==> config.mk <==
export PLATFORM = sky130hd
export DESIGN_NAME = seven_seg_scan_driver_flat
export DESIGN_NICKNAME = d
export VERILOG_FILES = /design/src/rtl/seg7_pkg.sv /design/src/rtl/seven_seg_scan_driver_if.sv /design/src/rtl/hex_to_seg7.sv /design/src/rtl/seven_seg_scan_driver.sv /design/src/flat_wrapper.sv
export SDC_FILE = /design/constraint.sdc
export NUM_CORES = 1
export LEC_CHECK = 0
export CAP_MARGIN = 20
export CORE_MARGIN = 4
export CORE_UTILIZATION = 50
export DETAILED_ROUTE_END_ITERATION = 16
export PLACE_DENSITY = 0.77
export SYNTH_ARGS = -nofsm -noshare
export SYNTH_HDL_FRONTEND = slang
export SYNTH_SLANG_ARGS = --single-unit
==> constraint.sdc <==
create_clock -name clk -period 7.1 [get_ports clk]
set_input_delay 1.42 -clock clk [delete_from_list [all_inputs] [get_ports clk]]
set_output_delay 1.42 -clock clk [all_outputs]
set_load 0.01 [all_outputs]
==> src/rtl/seg7_pkg.sv <==
// Shared 7-segment definitions: blanking constants, hex segment table, scan states.
package seg7_pkg;

    // Cathode/anode patterns that leave the display dark (active-low).
    localparam logic [6:0] SEG_BLANK = 7'b1111111;
    localparam logic [3:0] AN_OFF    = 4'b1111;

    // Active-low {g,f,e,d,c,b,a} pattern for each hex value 0..F.
    localparam logic [6:0] HEX_SEG [16] = '{
        7'b1000000, 7'b1111001, 7'b0100100, 7'b0110000,
        7'b0011001, 7'b0010010, 7'b0000010, 7'b1111000,
        7'b0000000, 7'b0010000, 7'b0001000, 7'b0000011,
        7'b1000110, 7'b0100001, 7'b0000110, 7'b0001110
    };

    // A digit slot is a blanking gap followed by the lit period.
    typedef enum logic {
        ST_BLANK = 1'b0,
        ST_SHOW  = 1'b1
    } scan_state_t;

endpackage

==> src/rtl/seven_seg_scan_driver_if.sv <==
// Display-value bus between the digit logic (master) and the scan driver (slave).
interface seven_seg_scan_driver_if;

    logic [15:0] digits_in;
    logic [3:0]  digit_en_in;
    logic        load;
    logic [6:0]  seg;
    logic [3:0]  AN;
    logic        frame_tick;
    logic        busy;

    modport master (
        output digits_in, digit_en_in, load,
        input  seg, AN, frame_tick, busy
    );

    modport slave (
        input  digits_in, digit_en_in, load,
        output seg, AN, frame_tick, busy
    );

endinterface

==> src/rtl/hex_to_seg7.sv <==
// Combinational hex nibble to active-low 7-segment decoder.
module hex_to_seg7
    import seg7_pkg::*;
(
    input  logic [3:0] hex,
    output logic [6:0] seg
);

    // Straight table lookup; every nibble value has an entry.
    always_comb begin
        seg = HEX_SEG[hex];
    end

endmodule

==> src/rtl/seven_seg_scan_driver.sv <==
// Four-digit multiplexed scan driver with frame-aligned double buffering
// and a blanking gap before each digit to suppress ghosting.
module seven_seg_scan_driver
    import seg7_pkg::*;
#(
    parameter int unsigned SHOW_CYCLES  = 100000,
    parameter int unsigned BLANK_CYCLES = 1000,
    parameter int unsigned CNT_W        = 17
) (
    input  logic                    clk,
    input  logic                    rst,
    seven_seg_scan_driver_if.slave  bus
);

    scan_state_t       state_q, state_d;
    logic [CNT_W-1:0]  timer_q, timer_d;
    logic [1:0]        idx_q, idx_d;
    logic              boundary;

    logic [15:0]       active_dig, pend_dig;
    logic [3:0]        active_en, pend_en;
    logic              busy_q;
    logic              frame_tick_q;

    logic [6:0]        seg_q, seg_d;
    logic [3:0]        an_q, an_d;
    logic [3:0]        show_nibble;
    logic [6:0]        dec_seg;

    // Decode whichever digit is about to be lit so the output can be registered.
    assign show_nibble = active_dig[{idx_d, 2'b00} +: 4];

    hex_to_seg7 u_hex_to_seg7 (
        .hex (show_nibble),
        .seg (dec_seg)
    );

    // Scan state register: slot state, slot timer and digit index.
    // NOTE: sequential state uses non-blocking assignments so every register
    // samples pre-edge values, independent of block ordering.
    always_ff @(posedge clk) begin
        if (rst) begin
            state_q <= ST_BLANK;
            timer_q <= '0;
            idx_q   <= 2'd0;
        end else begin
            state_q <= state_d;
            timer_q <= timer_d;
            idx_q   <= idx_d;
        end
    end

    // Next-state logic: count out each phase, advance the digit after SHOW.
    // NOTE: every output of this block gets a default first, so no path
    // leaves a signal unassigned and no latch is inferred.
    always_comb begin
        state_d  = state_q;
        timer_d  = timer_q + CNT_W'(1);
        idx_d    = idx_q;
        boundary = 1'b0;
        case (state_q)
            ST_BLANK: begin
                if (timer_q == CNT_W'(BLANK_CYCLES - 1)) begin
                    state_d = ST_SHOW;
                    timer_d = '0;
                end
            end
            ST_SHOW: begin
                if (timer_q == CNT_W'(SHOW_CYCLES - 1)) begin
                    state_d  = ST_BLANK;
                    timer_d  = '0;
                    idx_d    = idx_q + 2'd1;
                    boundary = (idx_q == 2'd3);
                end
            end
            default: begin
                state_d = ST_BLANK;
                timer_d = '0;
            end
        endcase
    end

    // Output logic: light the upcoming digit only in SHOW and only if enabled.
    always_comb begin
        seg_d = SEG_BLANK;
        an_d  = AN_OFF;
        if (state_d == ST_SHOW && active_en[idx_d]) begin
            an_d  = ~(4'b0001 << idx_d);
            seg_d = dec_seg;
        end
    end

    // Registered outputs, updated on the same edge as the scan state.
    always_ff @(posedge clk) begin
        if (rst) begin
            seg_q        <= SEG_BLANK;
            an_q         <= AN_OFF;
            frame_tick_q <= 1'b0;
        end else begin
            seg_q        <= seg_d;
            an_q         <= an_d;
            frame_tick_q <= boundary;
        end
    end

    // Double buffer: loads land in pending and commit to active at the frame
    // boundary; a load on the boundary edge itself goes straight to active.
    // NOTE: the display buffers are small registers, not RAM, and are reset
    // so a freshly reset board shows nothing until the first committed load.
    always_ff @(posedge clk) begin
        if (rst) begin
            active_dig <= '0;
            active_en  <= '0;
            pend_dig   <= '0;
            pend_en    <= '0;
            busy_q     <= 1'b0;
        end else begin
            if (bus.load) begin
                pend_dig <= bus.digits_in;
                pend_en  <= bus.digit_en_in;
            end
            if (boundary) begin
                busy_q <= 1'b0;
                if (bus.load) begin
                    active_dig <= bus.digits_in;
                    active_en  <= bus.digit_en_in;
                end else if (busy_q) begin
                    active_dig <= pend_dig;
                    active_en  <= pend_en;
                end
            end else if (bus.load) begin
                busy_q <= 1'b1;
            end
        end
    end

    assign bus.seg        = seg_q;
    assign bus.AN         = an_q;
    assign bus.frame_tick = frame_tick_q;
    assign bus.busy       = busy_q;

endmodule

==> src/flat_wrapper.sv <==
// flat-port wrapper written by rule: the top's interface ports become plain ports
module seven_seg_scan_driver_flat import seg7_pkg::*;
#(
    parameter int unsigned SHOW_CYCLES  = 100000,
    parameter int unsigned BLANK_CYCLES = 1000,
    parameter int unsigned CNT_W        = 17
)
  (clk, rst, bus_digits_in, bus_digit_en_in, bus_load, bus_seg, bus_AN, bus_frame_tick, bus_busy);
  seven_seg_scan_driver_if bus_i ();
  input  logic clk;
  input  logic rst;
  input wire logic [$bits(bus_i.digits_in)-1:0] bus_digits_in;
  input wire logic [$bits(bus_i.digit_en_in)-1:0] bus_digit_en_in;
  input wire logic [$bits(bus_i.load)-1:0] bus_load;
  output wire logic [$bits(bus_i.seg)-1:0] bus_seg;
  output wire logic [$bits(bus_i.AN)-1:0] bus_AN;
  output wire logic [$bits(bus_i.frame_tick)-1:0] bus_frame_tick;
  output wire logic [$bits(bus_i.busy)-1:0] bus_busy;
  assign bus_i.digits_in = bus_digits_in;
  assign bus_i.digit_en_in = bus_digit_en_in;
  assign bus_i.load = bus_load;
  assign bus_seg = bus_i.seg;
  assign bus_AN = bus_i.AN;
  assign bus_frame_tick = bus_i.frame_tick;
  assign bus_busy = bus_i.busy;
  seven_seg_scan_driver #(.SHOW_CYCLES(SHOW_CYCLES), .BLANK_CYCLES(BLANK_CYCLES), .CNT_W(CNT_W)) u_core (.clk(clk), .rst(rst), .bus(bus_i));
endmodule
==> metrics <==
Fmax achieved=0.284 GHz; PD cells=197 nW/um^2; Die Y-Extent=about 88 um; Max Cap Viol=0; Mapped Avg Cell Area=9.35 um^2; main area contributors after synthesis=dfxtp_1, mux2i_1, nor2_1, a211oi_1, ha_1; CTS Root Cell=clkbuf_8; worst-path maximum fanout=12; synthesized area=between 3000 and 4000 um^2; Power Total=~0.00074 W; layout cell share with drive strength beyond 1=0.0824; CP required=7.31 ns; worst slack, placed=3.31 ns; Placed Area=3560 um^2; Setup crit start kind=flip-flop; Slew HR=0.480; grt ovf=0; post-synthesis sequential area ratio=0.462; Reg2Reg Depth=11; Period Utilization, post-route=0.496; Initial Utilization=0.525; Vias=between 2000 and 2500; HP Class=flip-flop to flip-flop; CTS tree=built; WS Path Type=flip-flop to flip-flop; Peak VDD IR=about 0.16 mV; clock tree buffer depth=2; largest net degree at the start of global routing=47; final worst path period need=about 3.5 ns; gr usage total=0.172; IO Count=36; RSZ-0062 raised after global routing=false; PostCTS Resize Cnt=0; Hold Path Stages=1; clock skew=roughly 0.013 ns; Pre-Repair DR Iteration Count=4; Synth Flop Type=dfxtp_1; EDFF count, synth=0; max-slew violation count=0; first-pass GRT wire length=10300 um; row count=28; setup total negative slack=0 ns; design area=around 3800 um^2; DR iter-0 viols=between 100 and 150; Remaining DRCs=0; worst skew pair latency=~0.34 ns; total die area=approximately 7700 um^2; critical path arrival=approximately 3.7 ns; ys async rst share=0; placed wire-length estimate=between 4000 and 5000 um; WL per Instance=around 14 um; status=completed; Routed WL=around 6200 um; cts bufs inserted=9; Core Region=6030 um^2; setup violators final=0; Yosys cell types=45; via/cell ratio=5.50; Final #Nets=402; Final ANT Viol Nets=0; P_leak=1.38 nW; Worst-Margin Slew=approximately 0.78 ns; Post-Synthesis Net Count=approximately 370; initial antenna violation count=0; Sink Count=73; GP Congestion=0.952; vias in the first global route=around 2300; Seq cells post-synth=73; n_diodes=0; port bufs=35; Cells after Synth=approximately 340; CTS clock-pin slew for the worst setup and hold paths=roughly 0.08 ns; Yosys top cell area share=0.462; area leader, netlist=dfxtp_1; hold buffer count at CTS=0; final critical-path setup slack=3.58 ns; Post-CTS Setup Bufs=0; Crit. End Element=flip-flop; CTS H-Tree Depth=3; Die X=a little under 90 um; synth warn=0; final hold vios=0; P&R area growth vs syn=18.6%
-- cell usage in the layout (no fill, tap or decap), types with 4 or more instances in the layout --
cell type	n
nor4_1	5
a211oi_1	22
mux2i_1	30
clkdlybuf4s50_1	35
nor2_1	71
xor2_1	9
nand2_1	12
dfxtp_1	73
ha_1	8
a31oi_1	4
o221ai_1	6
nor3_1	9
nand4_1	4
clkbuf_8	9
inv_1	8
nand3_1	12
xnor2_1	7
-- where the power goes --
part           total (W)  switching, W  internal [W]
Combinational  0.0000395     0.0000183     0.0000212
Sequential      0.000420    0.00000284      0.000418
Clock           0.000281      0.000151      0.000129
Total           0.000741      0.000173      0.000568
-- kinds of logic after synthesis --
family | count (synthesis) | share of synthesized area
fa+ha+maj | 8 | 0.0317
compound gates | 52 | 0.125
simple gates | 130 | 0.200
buf+inv | 26 | 0.0317
mux | 33 | 0.106
flops | 73 | 0.462
xor+xnor | 16 | 0.0443
-- critical path: stages (launching register included) --
cell,delay (ns)
dfxtp_1,0.36
or4b_4,0.59
or2_2,0.32
nor2_1,0.62
a31oi_1,0.27
o22a_1,0.23
o221ai_1,0.17
inv_1,0.21
ha_1,0.29
mux2i_1,0.12
mux2_2,0.16
nand2_1,0.05
-- flip-flops by register name, summed over array words and instances (netlist names) --
register	cells
u_core.pend_en	4
u_core.active_en	4
u_core.bus.seg	7
u_core.bus.busy	1
u_core.pend_dig	16
u_core.active_dig	16
u_core.bus.AN	4
u_core.timer_q	17
u_core.bus.frame_tick	1
u_core.idx_q	2
u_core.state_q	1
-- routing by layer --
metal,vias to the layer above,global-route usage,routed length (um)
met4,0,0.0502,51
met3,6,0.0653,310
met5,-,0,0
met2,55,0.269,2940
met1,1140,0.221,2880
li1,1278,-,-
-- metrics by stage --
step,util,hold slack (ns),instances
after floorplan,-,0.413,338
after CTS,0.619,0.455,449
after global placement,0.590,0.426,433
final,0.623,0.456,451
after detailed placement,0.590,0.445,433
after global routing,0.623,0.475,451
-- synth_stat cells (2+ instances only) --
library cell  count
nor4_4            2
a31oi_1           4
buf_1             3
nand2b_1          3
o211a_1           3
ha_1              8
o21ai_1           2
xnor2_1           7
or2_2             2
buf_2             2
a211oi_1         22
nor4_1            5
o221ai_1          6
nand4_1           4
nand2_1          12
a21oi_1           3
mux2_2            3
nor2_1           72
nand3_1          12
xor2_1            9
o21ai_0           3
dfxtp_1          73
inv_1             8
nor3_1            9
mux2i_1          30
clkbuf_1         12
-- final cells by class --
class | instances | area [um^2]
fillers | 530 | 2270
multi-input cells | 239 | 1600
flip-flops and latches | 73 | 1460
repair buffers | 39 | 388
clock buffers | 11 | 131
well taps | 75 | 93.8
clock inverters | 5 | 40.0
inverters | 9 | 33.8
-- final timing paths --
path                 startpoint           endpoint  slack, ns
max          u_core.timer_q[11]  u_core.bus.seg[3]       3.58
min           u_core.timer_q[0]  u_core.timer_q[0]       0.46
max reg2reg  u_core.timer_q[11]  u_core.bus.seg[3]       3.58
min reg2reg   u_core.timer_q[0]  u_core.timer_q[0]       0.46
(Power assumes the default switching activity.)
